`src/rtl/feature_frame_loader.sv`:
```
// Collects feature bytes into a packed frame and hands complete frames to the tree
// through a one-entry output slice; short and long frames are dropped and flagged.
module feature_frame_loader #(
   parameter int NUM_FEATURES = 7,
   parameter int FEAT_W       = 8
) (
   input  logic                           clk,
   input  logic                           rst,
   input  logic                           in_valid,
   output logic                           in_ready,
   input  logic [FEAT_W-1:0]              in_data,
   input  logic                           in_last,
   output logic                           out_valid,
   input  logic                           out_ready,
   output logic [NUM_FEATURES*FEAT_W-1:0] out_features,
   output logic                           frame_err,
   output logic [15:0]                    frame_count
);
   localparam int IDX_W = (NUM_FEATURES > 1) ? $clog2(NUM_FEATURES) : 1;

   typedef enum logic [1:0] {COLLECT, DISCARD, WAIT_OUT} state_t;

   state_t                              r_state;
   logic [IDX_W-1:0]                    r_idx;
   logic [NUM_FEATURES-1:0][FEAT_W-1:0] r_asm;
   logic                                r_in_ready;
   logic                                r_out_valid;
   logic [NUM_FEATURES*FEAT_W-1:0]      r_out_features;
   logic                                r_frame_err;
   logic [15:0]                         r_frame_count;

   logic                                w_accept;
   logic                                w_last_idx;
   logic                                w_out_free;
   logic [NUM_FEATURES-1:0][FEAT_W-1:0] w_frame;

   assign w_accept   = in_valid & r_in_ready;
   assign w_last_idx = (r_idx == IDX_W'(NUM_FEATURES-1));
   assign w_out_free = !r_out_valid | out_ready;

   // Completed frame as it would look with the current beat as the final feature.
   always_comb begin
      w_frame                 = r_asm;
      w_frame[NUM_FEATURES-1] = in_data;
   end

   always_ff @(posedge clk or posedge rst) begin
      if (rst) begin
         r_state        <= COLLECT;
         r_idx          <= '0;
         r_asm          <= '0;
         r_in_ready     <= 1'b1;
         r_out_valid    <= 1'b0;
         r_out_features <= '0;
         r_frame_err    <= 1'b0;
         r_frame_count  <= '0;
      end else begin
         r_frame_err <= 1'b0;
         // Handshake retires the slice; a reload below in the same cycle re-arms it.
         if (r_out_valid && out_ready) begin
            r_out_valid   <= 1'b0;
            r_frame_count <= r_frame_count + 16'd1;
         end
         case (r_state)
            COLLECT: begin
               if (w_accept) begin
                  for (int k = 0; k < NUM_FEATURES; k++)
                     if (r_idx == IDX_W'(k)) r_asm[k] <= in_data;
                  if (!w_last_idx) begin
                     if (in_last) begin
                        r_frame_err <= 1'b1;
                        r_idx       <= '0;
                     end else begin
                        r_idx <= r_idx + IDX_W'(1);
                     end
                  end else begin
                     r_idx <= '0;
                     if (!in_last) begin
                        r_state <= DISCARD;
                     end else if (w_out_free) begin
                        r_out_features <= w_frame;
                        r_out_valid    <= 1'b1;
                     end else begin
                        r_state    <= WAIT_OUT;
                        r_in_ready <= 1'b0;
                     end
                  end
               end
            end
            DISCARD: begin
               if (w_accept && in_last) begin
                  r_frame_err <= 1'b1;
                  r_state     <= COLLECT;
               end
            end
            WAIT_OUT: begin
               // Slice is full here; refill it the cycle the consumer drains it.
               if (out_ready) begin
                  r_out_features <= r_asm;
                  r_out_valid    <= 1'b1;
                  r_state        <= COLLECT;
                  r_in_ready     <= 1'b1;
               end
            end
            default: begin
               r_state    <= COLLECT;
               r_in_ready <= 1'b1;
            end
         endcase
      end
   end

   assign in_ready     = r_in_ready;
   assign out_valid    = r_out_valid;
   assign out_features = r_out_features;
   assign frame_err    = r_frame_err;
   assign frame_count  = r_frame_count;
endmodule

```
`config.mk`:
```
export PLATFORM = sky130hd
export DESIGN_NAME = feature_frame_loader
export DESIGN_NICKNAME = d
export VERILOG_FILES = /design/src/rtl/feature_frame_loader.sv
export SDC_FILE = /design/constraint.sdc
export NUM_CORES = 1
export LEC_CHECK = 0
export ABC_CLOCK_PERIOD_IN_PS = 5100
export CAP_MARGIN = 0
export CORE_ASPECT_RATIO = 2
export CORE_MARGIN = 2
export CORE_UTILIZATION = 53
export DETAILED_ROUTE_END_ITERATION = 10
export GPL_ROUTABILITY_DRIVEN = 1
export MAX_ROUTING_LAYER = met4
export PLACE_DENSITY = 0.85
export SLEW_MARGIN = 20
export SYNTH_ARGS = -nofsm -noshare
export SYNTH_HDL_FRONTEND = slang
export SYNTH_SLANG_ARGS = --single-unit
```
`constraint.sdc`:
```
create_clock -name clk -period 5.1 [get_ports clk]
set_input_delay 0.765 -clock clk [delete_from_list [all_inputs] [get_ports clk]]
set_output_delay 0.765 -clock clk [all_outputs]
set_load 0.01 [all_outputs]
```
== Word-level counts from Yosys, hierarchy flattened ==
Cells that the tools add are included.

* Equal/unequal tests: 16
* Bitwise operators: 3
* Muxes and demuxes: 33
* Add/subtract/negate cells: 2
* Reduce and logical (&&, ||, !) cells: 17

{| class="wikitable"
|+ Operators by type and width
! kind !! number
|-
| 56-bit two-way mux || 5
|-
| 56-bit one-hot mux with 2 select lines || 1
|-
| 3-bit AND reduction || 7
|-
| 16-bit by 1-bit adder with 16-bit output (second input constant) || 1
|-
| 1-bit two-way mux || 15
|-
| 2-bit inequality test (second input constant) || 7
|-
| 2-bit two-way mux || 6
|-
| 6-bit AND reduction || 2
|-
| 3-bit equality test (second input constant) || 3
|-
| 3-bit by 2-bit equality test with 1-bit output (second input constant) || 2
|-
| 3-bit two-way mux || 2
|-
| 2-bit one-hot mux with 3 select lines || 1
|-
| 5-bit AND reduction || 1
|-
| 1-bit one-hot mux with 2 select lines || 2
|-
| 3-bit by 1-bit adder with 3-bit output (second input constant) || 1
|-
| 3-bit by 1-bit equality test with 1-bit output (second input constant) || 1
|-
| 3-bit logical NOT || 1
|-
| 3-bit inequality test (second input constant) || 1
|-
| 1-bit one-hot mux with 3 select lines || 1
|-
| 2-bit by 1-bit equality test with 1-bit output (second input constant) || 1
|-
| 2-bit equality test (second input constant) || 1
|-
| 1-bit logical AND || 2
|-
| 2-bit logical NOT || 1
|-
| 2-bit AND reduction || 1
|-
| 5 further kinds || 5
|}

* Input bits: 13
* Logic and storage cells: 85
* Output and inout bits: 75
* Flip-flop bits (word level): 136

== Logic depth before layout (Yosys ltp) ==
Gate-level depths: netlist (run 1).

* Depth in word-level cells: 7
* Mapped depth: 7

== Worst setup path before layout (run 1) ==
Ideal clock, no wire load.

* Path type: input to register
* From: input out_ready
* To: register r_out_features[10] (netlist: out_features[10])
* Setup time: 125 ps
* Arrival: 1866 ps
* Slack: 3109 ps
* Stages: 4
* Path through: nand2b_1 a41oi_4 buf_6 mux2_4

* Longest elaborated chain between the ends: 3

{| class="wikitable"
|+ Ends and longest elaborated chain
! element !! line !! source
|-
| start: declaration || 14 || <nowiki>input logic out_ready,</nowiki>
|-
| 1-bit bitwise OR || 39 || <nowiki>assign w_out_free = !r_out_valid | out_ready;</nowiki>
|-
| 2-bit inequality test (no line) || - ||
|-
| 6-bit AND reduction (no line) (*) || - ||
|-
| end signal: assignment || 81 || <nowiki>r_out_features <= w_frame;</nowiki>
|-
| end signal: assignment || 99 || <nowiki>r_out_features <= r_asm;</nowiki>
|-
| end: declaration || 28 || <nowiki>logic [NUM_FEATURES*FEAT_W-1:0] r_out_features;</nowiki>
|}

Every way passes the cells marked *; elsewhere a longest branch is shown, timed or not.
A chain may end at the register's enable or synchronous reset.

== Worst setup path in the final report (run 1) ==
* From: input out_ready
* To: register r_out_features[1] (netlist: out_features[1])

The elaborated chain is that of the path after synthesis.

==> impl_metrics.json, run 1 <==
{
  "timing.setup.critical_path_class": "in2reg",
  "route.detailed.vias_per_inst": 5.52,
  "antenna_left": 0,
  "ys_dominant_reg_cell": "dfrtp_1",
  "netlist_instances": 363,
  "crit_family": "buffers and inverters",
  "grt_max_degree": 111,
  "drt_drc_violations_left": 0,
  "final.period_utilization_pct": 53.3,
  "most_common_cell_after_layout_fill_and_taps_aside": "dfrtp_1",
  "report.final.slew_viol_count": 0,
  "run_status": "completed",
  "total_leakage_power_nw": 3.43,
  "cts_tree": "built",
  "initial_core_util_pct": 53.8,
  "finish.utilization_pct": 69.8,
  "tightestPinTransition_ns": 0.997,
  "synth_enable_flop_cells": 0,
  "hp-start": "out_features[49]",
  "htree_num_levels": 4,
  "coreArea_mm2": 0.0104,
  "post_cts.resized_instances": 0,
  "detailedRoute.firstIterationViolations": 131,
  "final_clock_skew_ns": 0.00625,
  "hold_path.class": "reg2reg",
  "slew_headroom_pct": 33.6,
  "grt_pass1_wl_um": 19400,
  "syn_nets": 382,
  "die_h_um": 149,
  "fmax_ghz": 0.368,
  "hpwl_um": 7720,
  "clock-root-buffer": "clkbuf_16",
  "end_kind": "register",
  "ir_worst_vdd_uv": 356,
  "placed_cells_incl_taps": 581,
  "hold-worst-slack_ns": 0.480,
  "timing_hold_violations_final": 0,
  "cts-buffers-inserted": 17,
  "synth_warnings": 0,
  "timing.reg2reg.worst_path_depth": 6,
  "num_io_pins": 88,
  "regToRegSetupSlack_ns": 2.53,
  "cp_slowest_cell": "buf_4",
  "antenna-diode-count": 0,
  "fp.dieArea_mm2": 0.0115,
  "wl_um": 12000,
  "layout_common_cells": "dfrtp_1, clkdlybuf4s50_1, mux2_2",
  "critical-path-max-stage-delay_ns": 0.79,
  "wl_per_cell_um": 19.6,
  "cp_data_arrival_time_ns": 3.01,
  "whs_endpoint": "out_features[49]",
  "cts.clk_slew.worst_paths_ns": 0.05,
  "crit_path_max_fanout": 64,
  "worstPathBufferInverterCount": 2,
  "maxCapViolCount": 0,
  "detail_route.first_pass.iterations": 4,
  "holdPathStages": 2,
  "grt_overflow": 0,
  "clk_latency_ns": 0.41,
  "postSynth.asyncResetShare_pct": 100,
  "first_global_vias": 3685,
  "fp.dieW_um": 76.7,
  "rows": 53,
  "synth_seq_area_share_pct": 60.7,
  "syn_area_mm2": 0.00561,
  "sum_neg_setup_slack_ns": 0,
  "post_route_cells_drive_above_1_share_pct": 30.7,
  "origin_of_the_critical_flop_to_flop_path": "r_idx[0]",
  "grt_antenna_before_repair": 0,
  "rsz0062_at_grt": "no",
  "clock_path_buffers": 2,
  "worst-endpoint-required_ns": 5.39,
  "timing.critical_path.from_type": "input port",
  "cellPowerDensity_mw_per_mm2": 476,
  "syn_area_per_cell_um2": 15.4,
  "number_of_buffers_inserted_to_repair_setup_after_cts": 0,
  "dr_total_vias": 3384,
  "crit_path_cell_trace": "clkdlybuf4s50_1, nand2b_1, a41oi_4, buf_4, mux2_2",
  "fin_crit_ns": 2.72,
  "reg2reg_to": "out_features[1]",
  "cts.sink_count": 136,
  "nNetsFinal": 482,
  "gp_congestion": 0.786,
  "hold_buffers": 0,
  "port_buffers": 87,
  "yosys.cell_types.count": 38,
  "setup_violations": 0,
  "grt_util_all_layers_pct": 23.3,
  "layout.cells.non_filler": 613,
  "total_of_flip_flops_plus_latches_after_synthesis": 136,
  "layout-area-overhead-vs-synth_pct": 29.7
}
final cells by class:
type                    instances  area (um2)
well taps                     137         171
clock inverters                12         221
fillers                       682        3140
inverters                       8        35.0
repair buffers                 89         886
multi-input cells             211        2100
flip-flops and latches        136        3400
clock buffers                  20         457
layer usage:
layer	up-vias	part of all wire, %	track usage, %
li1	1483	-	-
met5	-	0	-
met2	104	56	39.6
met4	0	3.0	11.5
met1	1774	37	25.5
met3	23	3.8	5.43
registers in the layout, indices dropped and copies added, names as in the netlist:
name / flops
out_valid: 1
r_idx: 3
in_ready: 1
r_state: 2
r_asm: 56
frame_count: 16
frame_err: 1
out_features: 56
power breakdown:
| group | internal, mW | leakage [nW] | switching [mW] | total, mW |
|---|---|---|---|---|
| combinational | 0.339 | 1.28 | 0.216 | 0.554 |
| sequential | 1.35 | 1.81 | 0.168 | 1.52 |
| clock | 0.943 | 0.334 | 0.450 | 1.39 |
metrics by stage:
| stage | total power, mW | cell area [um2] | setup WS (ns) |
|---|---|---|---|
| after floorplan | 1.84 | 5610 | 0.697 |
| after global placement | 2.02 | 6590 | 2.04 |
| after detailed placement | 2.07 | 6590 | 1.98 |
| after CTS | 3.48 | 7270 | 2.41 |
| after global routing | 3.61 | 7270 | 2.30 |
| final | 3.46 | 7270 | 2.38 |
cells in the mapped netlist, types with 2 or more instances:
cell type,count,area share (%)
nand3_1,9,0.80
and3_1,2,0.22
ha_1,6,1.3
buf_6,5,1.0
o21ai_0,12,1.1
and4_1,2,0.31
xnor2_1,12,1.9
buf_2,2,0.18
dfrtp_1,135,60
mux2_4,40,11
mux2_2,62,12
nor2_2,2,0.22
mux2_1,3,0.60
mux2i_1,8,1.4
a21oi_1,2,0.18
nand3_2,2,0.36
a311oi_1,2,0.31
xor2_1,3,0.47
nand2b_1,2,0.22
nor2_1,5,0.33
nand2_1,20,1.3
nand4_1,2,0.22
inv_1,8,0.54
nor3_1,3,0.27
how the worst max path moves through the flow:
stage,startpoint,end,slack [ns],cells past startpoint
global placement,out_ready,out_features[45],2.04,5
detailed placement,out_ready,out_features[45],1.98,5
floorplan,rst,frame_count[0],0.70,1
finish,out_ready,out_features[1],2.38,5
global route,out_ready,out_features[1],2.30,5
CTS,out_ready,out_features[45],2.41,5
tightest hold or removal path, delay by kind of cell, from the launching register on:
kind / cells / cell delay [ns]
DFF: 1 / 0.34
AOI/OAI and AO/OA: 1 / 0.06
and+or+nand+nor: 1 / 0.04
cell families after synthesis:
group	after synthesis	share of synthesized area, %
AO/OA/AOI/OAI	22	2.72
multiplexers	113	25.2
AND/OR/NAND/NOR	55	5.80
adder cells (fa/ha/maj)	6	1.34
flip-flops	136	60.7
XOR/XNOR	15	2.34
buffers and inverters	16	1.85
No activity file was read; power rests on OpenSTA's default activity.
==> run 2, diff against run 1 <==
--- a/config.mk
+++ b/config.mk
@@ -5,7 +5,7 @@
 export SDC_FILE = /design/constraint.sdc
 export NUM_CORES = 1
 export LEC_CHECK = 0
-export ABC_CLOCK_PERIOD_IN_PS = 5100
+export ABC_CLOCK_PERIOD_IN_PS = 2500
 export CAP_MARGIN = 0
 export CORE_ASPECT_RATIO = 2
 export CORE_MARGIN = 2
==> constraint.sdc (replaced) <==
create_clock -name clk -period 2.5 [get_ports clk]
set_input_delay 0.375 -clock clk [delete_from_list [all_inputs] [get_ports clk]]
set_output_delay 0.375 -clock clk [all_outputs]
set_load 0.01 [all_outputs]
==> run 2 against run 1 <==
Clock skew is 0.0024 ns higher. Sequential power is 100% higher. Sequential share of layout area hardly changed. Non-clock buffer count is 5 higher. Critical endpoint unchanged. Critical path depth is 1 higher. First-iteration DRC count is 17% higher. Global-route usage is 0.57 points lower. Via count is 1.4% lower. Highest routed layer unchanged. Critical path type is now reg2reg. Clock-buffer cell count is 4 higher. Design area hardly changed. Hold slack worse by 0.069 ns.
==> impl_metrics.json, run 2 (synthesis gave the netlist of run 1 again) <==
{
  "run_status": "completed",
  "grt_pass1_wl_um": 19100,
  "share_seq_of_total_power_pct": 45.6,
  "antenna-diode-count": 0,
  "placed_cell_area_mm2": 0.00667,
  "number_of_buffers_inserted_to_repair_setup_after_cts": 0,
  "dr_total_vias": 3338,
  "grt_max_degree": 81,
  "cp_data_arrival_time_ns": 2.37,
  "cts_tree": "built",
  "design_power_total_mw": 6.78,
  "power_report.internal_total_mw": 5.12,
  "fmax_ghz": 0.481,
  "route.detailed.vias_per_inst": 5.40,
  "setup_violations": 0,
  "timing.setup.critical_path_class": "reg2reg",
  "most_common_cell_after_layout_fill_and_taps_aside": "dfrtp_1",
  "cts.sink_count": 136,
  "clk_latency_ns": 0.42,
  "clock-root-buffer": "clkbuf_16",
  "comb_power_share_pct": 16.6,
  "grt_util_all_layers_pct": 22.7,
  "final_clock_skew_ns": 0.00865,
  "post_cts.resized_instances": 0,
  "detailedRoute.firstIterationViolations": 153,
  "grt_overflow": 0,
  "crit_path_max_fanout": 17,
  "postLayoutCellArea_mm2": 0.00728,
  "die_h_um": 149,
  "slew_headroom_pct": 64.7,
  "detail_route.first_pass.iterations": 4,
  "post_route_cells_drive_above_1_share_pct": 31.0,
  "hold_buffers": 0,
  "power_switching_mw": 1.66,
  "ir_worst_vdd_uv": 572,
  "sum_neg_setup_slack_ns": 0,
  "first_global_vias": 3619,
  "gp_congestion": 0.753,
  "timing_hold_violations_final": 0,
  "layout_common_cells": "dfrtp_1, clkdlybuf4s50_1, mux2_2",
  "cts.clk_slew.worst_paths_ns": 0.05,
  "hold-worst-slack_ns": 0.411,
  "total_leakage_power_nw": 3.43,
  "rows": 53,
  "maxCapViolCount": 0,
  "hold_path.class": "in2async",
  "rsz0062_at_grt": "no",
  "tightestPinTransition_ns": 0.528,
  "cellPowerDensity_mw_per_mm2": 932,
  "drt_drc_violations_left": 0,
  "htree_num_levels": 4,
  "final.period_utilization_pct": 83.2,
  "fp.dieArea_mm2": 0.0115,
  "wl_per_cell_um": 19.2,
  "nNetsFinal": 487,
  "port_buffers": 87,
  "timing.critical_path.from_type": "register",
  "fp.dieW_um": 76.7,
  "coreArea_mm2": 0.0104,
  "wl_um": 11900,
  "end_kind": "register",
  "reg2reg_to": "out_features[1]",
  "clock_path_buffers": 2,
  "cts-buffers-inserted": 17,
  "initial_core_util_pct": 53.8,
  "layout-area-overhead-vs-synth_pct": 29.8,
  "report.final.slew_viol_count": 0,
  "p_sw_share_pct": 24.5,
  "antenna_left": 0,
  "timing.reg2reg.worst_path_depth": 6,
  "regToRegSetupSlack_ns": 0.42,
  "worst-endpoint-required_ns": 2.79,
  "share_clk_of_total_power_pct": 37.7,
  "num_io_pins": 88,
  "origin_of_the_critical_flop_to_flop_path": "r_idx[0]",
  "fin_crit_ns": 2.08,
  "grt_antenna_before_repair": 0,
  "hpwl_um": 7800
}
run 2: changes by cell type in the layout (fill, tap and decap cells not counted), sizes merged:
cell      delta
buf          +5
clkinvlp     +2
clkinv       -2
bufinv       -3
inv          -1
clkbuf       +4
run 2: worst max-delay path by stage:
| stage | startpoint | to | slack (ns) |
|---|---|---|---|
| after floorplan | rst | frame_count[0] | 0.43 |
| after global placement | out_ready | out_features[45] | 0.27 |
| after detailed placement | out_ready | out_features[1] | 0.22 |
| after CTS | r_idx[0] | out_features[1] | 0.42 |
| after global routing | r_idx[0] | out_features[1] | 0.33 |
| final | r_idx[0] | out_features[1] | 0.42 |
run 2: worst max-delay path, cell delays in order (launching register included):
cell and delay, ns:
dfrtp_1 0.41, inv_1 0.09, ha_1 0.26, and3_1 0.25, a41oi_4 0.22, buf_4 0.35, mux2_2 0.38
run 2: final cells by class:
class | instances | area, um2
flip-flops and latches | 136 | 3400
fillers | 716 | 3130
multi-input cells | 211 | 2100
repair buffers | 94 | 961
clock buffers | 24 | 492
well taps | 137 | 171
clock inverters | 8 | 118
inverters | 8 | 33.8
run 2: power by group through the flow:
| stage | sequential, mW | combinational (mW) | clock, mW |
|---|---|---|---|
| 6_report | 3.09 | 1.13 | 2.56 |
| 5_1_grt | 3.15 | 1.22 | 2.70 |
| 4_1_cts | 3.09 | 1.14 | 2.60 |
| 3_5_place_dp | 3.11 | 1.12 | 0 |
| 3_3_place_gp | 3.07 | 1.06 | 0 |
| 2_1_floorplan | 3.05 | 0.701 | 0 |
run 2: per-stage QoR:
step | instances | util [%] | worst slack (ns)
after global routing | 618 | 69.9 | 0.334
after CTS | 618 | 69.9 | 0.421
after global placement | 586 | 64.0 | 0.272
after detailed placement | 586 | 64.0 | 0.218
after floorplan | 363 | - | 0.433
final | 618 | 69.9 | 0.421
run 2: metal layers:
| layer | vias up | part of all wire (%) | GRT usage (%) |
|---|---|---|---|
| li1 | 1493 | - | - |
| met1 | 1746 | 39 | 24.9 |
| met2 | 79 | 55 | 39.3 |
| met3 | 20 | 3.0 | 5.31 |
| met4 | 0 | 2.7 | 9.91 |
| met5 | - | 0 | - |
==> run 3, diff against run 2 <==
--- a/config.mk
+++ b/config.mk
@@ -5,7 +5,7 @@
 export SDC_FILE = /design/constraint.sdc
 export NUM_CORES = 1
 export LEC_CHECK = 0
-export ABC_CLOCK_PERIOD_IN_PS = 2500
+export ABC_CLOCK_PERIOD_IN_PS = 2100
 export CAP_MARGIN = 0
 export CORE_ASPECT_RATIO = 2
 export CORE_MARGIN = 2
==> constraint.sdc (replaced) <==
create_clock -name clk -period 2.1 [get_ports clk]
set_input_delay 0.315 -clock clk [delete_from_list [all_inputs] [get_ports clk]]
set_output_delay 0.315 -clock clk [all_outputs]
set_load 0.01 [all_outputs]
==> run 3 against run 2 <==
Critical path depth did not move. Clock power up 21%. Total power grew 20%. Via count is 0.93% higher. Cell count up 1.5%. Clock-buffer cell count is 1 lower. Setup slack got worse by 0.31 ns. Combinational power grew 22%. Largest cell class unchanged.
==> impl_metrics.json, run 3 (synthesis gave the netlist of run 1 again) <==
{
  "run_status": "completed",
  "clk_latency_ns": 0.41,
  "layout_common_cells": "dfrtp_1, clkdlybuf4s50_1, mux2_2",
  "reg2reg_to": "out_features[12]",
  "power_report.internal_total_mw": 6.17,
  "cts_tree": "built",
  "p_sw_share_pct": 24.3,
  "timing.setup.critical_path_class": "reg2reg",
  "grt_util_all_layers_pct": 24.0,
  "post_cts.resized_instances": 0,
  "initial_core_util_pct": 53.8,
  "port_buffers": 87,
  "grt_overflow": 0,
  "timing.reg2reg.worst_path_depth": 6,
  "cp_slowest_cell": "dfrtp_1",
  "comb_power_share_pct": 16.9,
  "grt_antenna_before_repair": 0,
  "setup_violations": 0,
  "hold_buffers": 0,
  "share_seq_of_total_power_pct": 45.2,
  "worst_setup_path_startpoint": "r_idx[0]",
  "die_h_um": 149,
  "timing.critical_path.from_type": "register",
  "coreArea_mm2": 0.0104,
  "timing_hold_violations_final": 0,
  "slew_headroom_pct": 59.6,
  "fp.dieArea_mm2": 0.0115,
  "layout-area-overhead-vs-synth_pct": 31.8,
  "rsz0062_at_grt": "no",
  "grt_pass1_wl_um": 20200,
  "detail_route.first_pass.iterations": 4,
  "post_route_cells_drive_above_1_share_pct": 32.0,
  "sum_neg_setup_slack_ns": 0,
  "hpwl_um": 8460,
  "regToRegSetupSlack_ns": 0.11,
  "final.period_utilization_pct": 94.9,
  "maxCapViolCount": 0,
  "share_clk_of_total_power_pct": 37.9,
  "detailedRoute.firstIterationViolations": 156,
  "cts.clk_slew.worst_paths_ns": 0.06,
  "layout.cells.non_filler": 627,
  "finish.utilization_pct": 71.0,
  "grt_max_degree": 34,
  "crit_path_max_fanout": 21,
  "antenna-diode-count": 0,
  "number_of_buffers_inserted_to_repair_setup_after_cts": 0,
  "num_io_pins": 88,
  "drt_drc_violations_left": 0,
  "ir_worst_vdd_uv": 882,
  "gp_congestion": 0.846,
  "wl_um": 12400,
  "cellPowerDensity_mw_per_mm2": 1100,
  "rows": 53,
  "clock_path_buffers": 2,
  "cts-buffers-inserted": 17,
  "origin_of_the_critical_flop_to_flop_path": "r_idx[0]",
  "power_switching_mw": 1.98,
  "most_common_cell_after_layout_fill_and_taps_aside": "dfrtp_1",
  "report.final.slew_viol_count": 0,
  "antenna_left": 0,
  "dr_total_vias": 3369,
  "htree_num_levels": 4,
  "tightestPinTransition_ns": 0.606,
  "route.detailed.vias_per_inst": 5.37,
  "critical-path-max-stage-delay_ns": 0.40,
  "cts.sink_count": 136,
  "fp.dieW_um": 76.7,
  "clock-root-buffer": "clkbuf_16",
  "cp_data_arrival_time_ns": 2.28,
  "total_leakage_power_nw": 3.49,
  "placed_cells_incl_taps": 595,
  "fmax_ghz": 0.502,
  "end_kind": "register",
  "final_clock_skew_ns": 0.00850,
  "crit_path_cell_trace": "inv_1, ha_1, and3_1, a41oi_4, buf_12, mux2_4",
  "hold_path.class": "in2async",
  "worst-endpoint-required_ns": 2.39,
  "wl_per_cell_um": 19.8,
  "first_global_vias": 3734,
  "fin_crit_ns": 1.99,
  "nNetsFinal": 496
}
-- run 3: cell count changes in the layout (fill, tap and decap cells not counted), sizes merged --
cell,previous run,this run
buf,7,16
bufinv,3,4
clkbuf,24,23
-- run 3: per-layer routing --
layer,GRT usage [%],wire length (um),up-vias
met5,-,0,-
met4,11.5,289,0
met3,5.25,357,18
met2,41.1,6940,86
met1,26.5,4810,1752
li1,-,-,1513
-- run 3: metrics by stage --
stage / area [um2] / setup slack (ns) / hold slack [ns] / power, mW
3_5_place_dp: 6770 / -0.0175 / 0.471 / 5.08
4_1_cts: 7390 / 0.102 / 0.298 / 8.23
5_1_grt: 7390 / 0.0373 / 0.349 / 8.51
3_3_place_gp: 6770 / 0.0146 / 0.460 / 4.94
2_1_floorplan: 5610 / 0.0927 / 0.386 / 4.47
6_report: 7390 / 0.108 / 0.304 / 8.15
-- run 3: worst max-delay path by stage --
stage / end / slack [ns] / cells past startpoint
after CTS: out_features[12] / 0.10 / 6
after detailed placement: out_features[20] / -0.02 / 5
after global placement: out_features[21] / 0.01 / 5
after floorplan: frame_count[0] / 0.09 / 1
after global routing: out_features[12] / 0.04 / 6
final: out_features[12] / 0.11 / 6
-- run 3: power groups by stage --
stage / clock network, mW / logic, mW / registers (mW)
after global placement: 0 / 1.30 / 3.65
final: 3.09 / 1.38 / 3.68
after global routing: 3.27 / 1.49 / 3.75
after detailed placement: 0 / 1.37 / 3.71
after floorplan: 0 / 0.835 / 3.63
after CTS: 3.15 / 1.40 / 3.68
-- run 3: layout make-up --
class	count	area, um2
Tap cell	137	171
Clock buffer	23	468
Multi-Input combinational cell	211	2100
Clock inverter	9	148
Inverter	8	33.8
Fill cell	686	3020
Sequential cell	136	3400
Timing Repair Buffer	103	1070
-- run 3: worst max-delay path: cells and delay by family, from the launching register on --
| kind | cells | cell delay, ns |
|---|---|---|
| simple gates | 1 | 0.24 |
| fa+ha+maj | 1 | 0.22 |
| buf+inv | 2 | 0.34 |
| flops | 1 | 0.40 |
| mux | 1 | 0.32 |
| compound gates | 1 | 0.33 |
==> edit 1: new RTL, settings of run 1 <==
Reset style: synchronous (`rst`), changed in one clocked block.
--- a/src/rtl/feature_frame_loader.sv
+++ b/src/rtl/feature_frame_loader.sv
@@ -45,5 +45,5 @@
    end
 
-   always_ff @(posedge clk or posedge rst) begin
+   always_ff @(posedge clk) begin
       if (rst) begin
          r_state        <= COLLECT;
Formal check against the unedited RTL: differs if rst is asserted again (counterexample within 4 cycles, from zero or initial values and one cycle with rst high); with rst held inactive, the same outputs for 4 cycles.
==> edit 1 against run 1 <==
Synthesized cell count rose by 63%. Design area shrank 4.8%. Global-route usage grew 2.1 points. Routed wire length rose by 12%. Clock skew rose by 0.0011 ns. Sequential cell count is the same. Worst setup slack lost 0.30 ns. Critical path depth up 1. Synthesized area shrank 2.2%. Non-clock buffer count up 4.
Power is not compared: it rests on default switching activity, and its combinational part moved more than twofold at a synthesized area within 25%.
==> edit 1: results (changes against run 1) <==
- The antenna diode count is 0 (unchanged).
* Total GRT Usage: 25.35% (was 23.29%)
- The number of nets in the layout came to 668 (was 482).
- Worst setup timing slack at the placement stage: 1.702 ns (was 1.976 ns)
* Number of clock buffers inserted by TritonCTS: 17 (unchanged)
- Postcts setup bufs: 0 (unchanged)
* Insertion delay to the later sink of the worst-skew pair: 0.42 ns
- Cell types with the largest area share after synthesis: dfxtp_1 50%, mux2i_1 10%, a21oi_1 5.9% (was dfrtp_1 60%, mux2_2 12%, mux2_4 11%).
- Share of final-layout standard cells stronger than drive strength 1: 8.610% (was 30.67%)
- Count of TritonRoute iterations in the first routing pass: 6 (was 4)
* Class of the most critical hold timing path: register to register (unchanged)
- Mapped Nets: 611 (was 382)
- In this run the power spent charging and discharging nets is 0.5134 mW.
* Sum of net half-perimeters after detailed placement: 8787 µm (was 7723 µm)
- Max Transition Viols Final: 0 (unchanged)
- Most common flop cell mapped by yosys: dfxtp_1 (was dfrtp_1)
* Peak fanout along the critical path: 44 (was 64)
- Wire length after detailed routing: 13460 µm (was 12040 µm)
- The maximum number of pins on one net before global-route repair came to 70 (was 111).
* DR WL met3: 572 µm (was 457 µm)
- Result of the run: finished clean (unchanged).
* Post-route ant nets: 0 (unchanged)
- The via count of the first global-routing pass came to 4519 (was 3685).
* Maximum vdd ir drop: about 0.27 mV
* Clock root buffer: clkbuf_16 (unchanged)
- Count of input and output buffers: 87 (unchanged)
- Leading post-synthesis cells by instance count: 136 x dfxtp_1, 68 x nor2_1, 65 x a21oi_1 (was 135 x dfrtp_1, 62 x mux2_2, 40 x mux2_4)
- Wire length of the first global-routing pass: 21860 µm (was 19400 µm)
- The initial DRC count came to 386 (was 131).
- The post-cts repair resize count was 0 (unchanged).
- After clock tree synthesis, the clock-pin slew on the worst setup and hold paths is 0.06 ns.
* Normalized max-slew margin: 38.44% (was 33.56%)
- The maximum cell stage delay along the critical path was 0.82 ns (was 0.79 ns).
- M1 wire length: 4909 µm (was 4495 µm)
- The slowest stage cell on the critical path is a31o_2 (was buf_4).
- Placer Congestion: 0.8119 (was 0.7857)
- The largest clock skew in the final design came to 0.007315 ns (was 0.006246 ns).
* Maximum number of buffers from clock root to sink: 2 (unchanged)
* Number of distinct library cell variants in the gate-level netlist after synthesis: 44 (was 38)
- The sequential-to-total area share from yosys stat is 49.68% (was 60.74%).
- The fraction of registers with async set or reset after synthesis was 0% (was 100.0%).
- The maximum level of the CTS H-tree is 4 (unchanged).
- The via count of the routed design is 4601 (was 3384).
- The routed wire length on met2 came to 7421 µm (was 6725 µm).
* Data arrival time of the critical path: 3.34 ns (was 3.01 ns)
- The kind of cell with the highest combined delay on the critical path was compound AO/OA/AOI/OAI gates (was buffers and inverters).
- The count of warnings emitted by yosys is 0 (unchanged).
- Summed over all cells, the static leakage comes to 2.539 nW.
- The number of antenna violations at the first check in global routing was 0 (unchanged).
* Max Used Layer: met4 (unchanged)
edit 1: cell types whose count changed after synthesis, sizes merged, moves of 48 or more:
| cell | change |
|---|---|
| a21oi | +67 |
| dfrtp | -135 |
| dfxtp | +136 |
| mux2 | -104 |
| mux2i | +48 |
| nand3 | +58 |
| nor2 | +61 |
edit 1: metal layers:
metal / global-route usage, % / vias up
li1: - / 2188
met1: 24.54 / 2219
met2: 45.63 / 150
met3: 5.495 / 44
met4: 15.55 / 0
met5: - / -
edit 1: cell families (layout without fill, tap and decap cells):
family	count (synthesis)	after routing	share of synthesized area [%]
and+or+nand+nor	180	180	15.94
AOI/OAI and AO/OA	139	139	14.66
DFF	136	136	49.68
buffers and inverters	62	132	6.004
muxes	57	57	10.43
xor gates and xnor gates	12	12	1.918
adders and majority gates	6	6	1.370
edit 1: power groups by stage:
stage	clock network (mW)	logic, mW	registers, mW
floorplan	0	0.0645	1.10
global placement	0	0.0805	1.10
detailed placement	0	0.0841	1.10
CTS	1.30	0.0847	1.07
global route	1.35	0.0923	1.07
finish	1.29	0.0861	1.07
edit 1: metrics by stage:
step | cell area (µm²) | hold WS (ns) | std cells
after CTS | 6912 | 0.4627 | 797
after global placement | 6281 | 0.4457 | 765
after floorplan | 5480 | 0.4366 | 592
after global routing | 6922 | 0.4861 | 797
after detailed placement | 6281 | 0.4539 | 765
final | 6922 | 0.4643 | 797
edit 1: final cells by class:
type	instances	area [µm²]
clock inverter	12	173.9
fill	745	3163
inverter	7	26.28
multi-input combinational	394	2460
clock buffer	20	456.7
sequential	136	2723
timing repair buffer	93	913.4
tap	135	168.9
edit 1: worst reg2reg max path, delay by kind of cell (launching register included):
kind | cells | cell delay, ns
AO/OA/AOI/OAI | 3 | 1.26
buffers and inverters | 2 | 0.53
AND/OR/NAND/NOR | 1 | 0.38
flip-flops | 1 | 0.33
adder cells (fa/ha/maj) | 1 | 0.23
edit 1: worst paths after layout:
kind | from | slack, ns | cells after the start | endpoint
worst min-delay path | r_asm[25] | 0.46 | 2 | r_asm[25]
worst min register to register | r_asm[25] | 0.46 | 2 | r_asm[25]
worst max register to register | r_idx[0] | 2.29 | 7 | out_features[48]
worst max-delay path | in_valid | 2.08 | 6 | out_features[48]
==> edit 2: new RTL, flow settings as in run 1 <==
Without the edit above. Change the parameter `FEAT_W` from 8 to 10.
--- a/src/rtl/feature_frame_loader.sv
+++ b/src/rtl/feature_frame_loader.sv
@@ -3,5 +3,5 @@
 module feature_frame_loader #(
    parameter int NUM_FEATURES = 7,
-   parameter int FEAT_W       = 8
+   parameter int FEAT_W       = 10
 ) (
    input  logic                           clk,
Interface: changed (resized in_data and out_features); port bits go from 88 to 104. The function was not compared with the original's and may differ.
==> edit 2 against run 1 <==
Register-to-register slack gained 0.04 ns. Sequential cell count grew 28. Synthesized area grew 15%. Routed wire length grew 8.7%. Worst setup slack lost 0.0062 ns. Fmax shrank 0.23%. Design area grew 13%. Final cell count grew 14%.
Power is not compared: it rests on default switching activity, and its combinational part moved more than twofold at a synthesized area within 25%.
==> edit 2: results (changes against run 1) <==
- Result of the run: finished clean (unchanged)
* Worst hold path cell count: 1 (was 2)
* Worst hold margin: 0.4671 ns (was 0.4805 ns)
- The final weighted congestion in routability-driven placement came to 0.7838 (was 0.7857).
- The adder and majority gate portion of the synthesized area was 1.164% (was 1.339%).
* Parity-gate share of the synthesized area counting xor and xnor cells: 2.036% (was 2.344%)
- The initial DRC count was 182 (was 131).
- Actual transition at the worst max-transition pin: 1.049 ns (was 0.9966 ns)
- Met2 usage in global routing: 33.19% (was 39.65%)
* Mean area per synthesized cell: 15.14 µm² (was 15.44 µm²)
- Clock tree skew after final layout: 0.007352 ns (was 0.006246 ns)
* Number of distinct library cell variants in the gate-level netlist after synthesis: 34 (was 38)
- Reg-to-Reg End: out_features[35] (was out_features[1])
- The number of placed cells counting well taps is 664 (was 581).
* Number of clock buffers inserted by TritonCTS: 17 (unchanged)
* Sum of net half-perimeters after detailed placement: 8114 µm (was 7723 µm)
- The number of nets in the layout came to 557 (was 482).
* Global-route track usage on met1: 30.33% (was 25.49%)
- The global-route met3 utilization is 5.650% (was 5.428%).
* Post-synthesis compound-gate area fraction: 2.987% (was 2.723%)
- The first-pass GRT wire length was 21200 µm (was 19400 µm).
- The via count of the first global-routing pass came to 3973 (was 3685).
- Setup slack of the worst register-to-register path: 2.57 ns (was 2.53 ns)
- The combined global-route utilization of all metal layers is 22.27% (was 23.29%).
- The synthesized net count is 447 (was 382).
* Total cell area at the placement stage: 7599 µm² (was 6594 µm²)
- Vias per cell: 5.455 (was 5.520)
- Leading post-synthesis cells by instance count: 163 x dfrtp_1, 70 x mux2_2, 61 x mux2_1 (was 135 x dfrtp_1, 62 x mux2_2, 40 x mux2_4)
- Mux share of post-synthesis cell area: 22.87% (was 25.20%)
- Filler cells: 843 (was 682)
- Sequential cell area fraction in the yosys report: 63.63% (was 60.74%)
- The post-placement worst setup slack was 1.970 ns (was 1.976 ns).
- Count of input and output buffers: 103 (was 87)
* Final instance count without filler cells: 696 (was 613)
- The wire length reported by the detailed router came to 13080 µm (was 12040 µm).
* Cell types with the largest area share after synthesis: dfrtp_1 63%, mux2_2 12%, mux2_1 11% (was dfrtp_1 60%, mux2_2 12%, mux2_4 11%)
* Hold Startpoint: frame_count[15] (was out_features[49])
* Share of final-layout standard cells stronger than drive strength 1: 20.04% (was 30.67%)
- The critical path arrival came to 3.00 ns (was 3.01 ns).
-- edit 2: worst max path at each step --
stage                  endpoint     start  cells past startpoint  slack, ns
2_1_floorplan    frame_count[0]       rst                      1       2.25
3_3_place_gp   out_features[22]   in_last                      5       2.06
3_5_place_dp   out_features[31]   in_last                      5       1.97
4_1_cts        out_features[35]  in_valid                      5       2.38
5_1_grt        out_features[35]  in_valid                      5       2.29
6_report       out_features[35]   in_last                      5       2.38
-- edit 2: layer usage --
layer,up-vias,part of all wire (%)
li1,1719,-
met1,1948,43
met2,119,51
met3,11,4.8
met4,0,1.0
met5,-,0
-- edit 2: kinds of logic after synthesis --
kind of cell    Yosys count
compound gates           28
xor+xnor                 15
fa+ha+maj                 6
buf+inv                  30
flops                   164
mux                     131
simple gates             52
-- edit 2: critical path, cell delays in order --
cell             delay, ns
clkdlybuf4s50_1       0.56
nand3_2               0.16
nor2_1                0.16
o221a_4               0.88
mux2_1                0.41
-- edit 2: area by class of cell --
type                    count  area [µm²]  share of cell area [%]
well taps                 147       183.9                   2.231
flip-flops and latches    164        4105                   49.80
inverters                  17       67.56                  0.8197
multi-input cells         232        2191                   26.58
clock inverters            10       170.2                   2.064
clock buffers              22       474.2                   5.753
repair buffers            104        1051                   12.75
-- edit 2: power by group through the flow --
stage / logic (mW) / registers (mW) / clock network (mW)
after global placement: 0.0540 / 1.32 / 0
after global routing: 0.0595 / 1.30 / 1.44
after CTS: 0.0550 / 1.30 / 1.39
final: 0.0528 / 1.30 / 1.37
after floorplan: 0.0199 / 1.33 / 0
after detailed placement: 0.0545 / 1.32 / 0
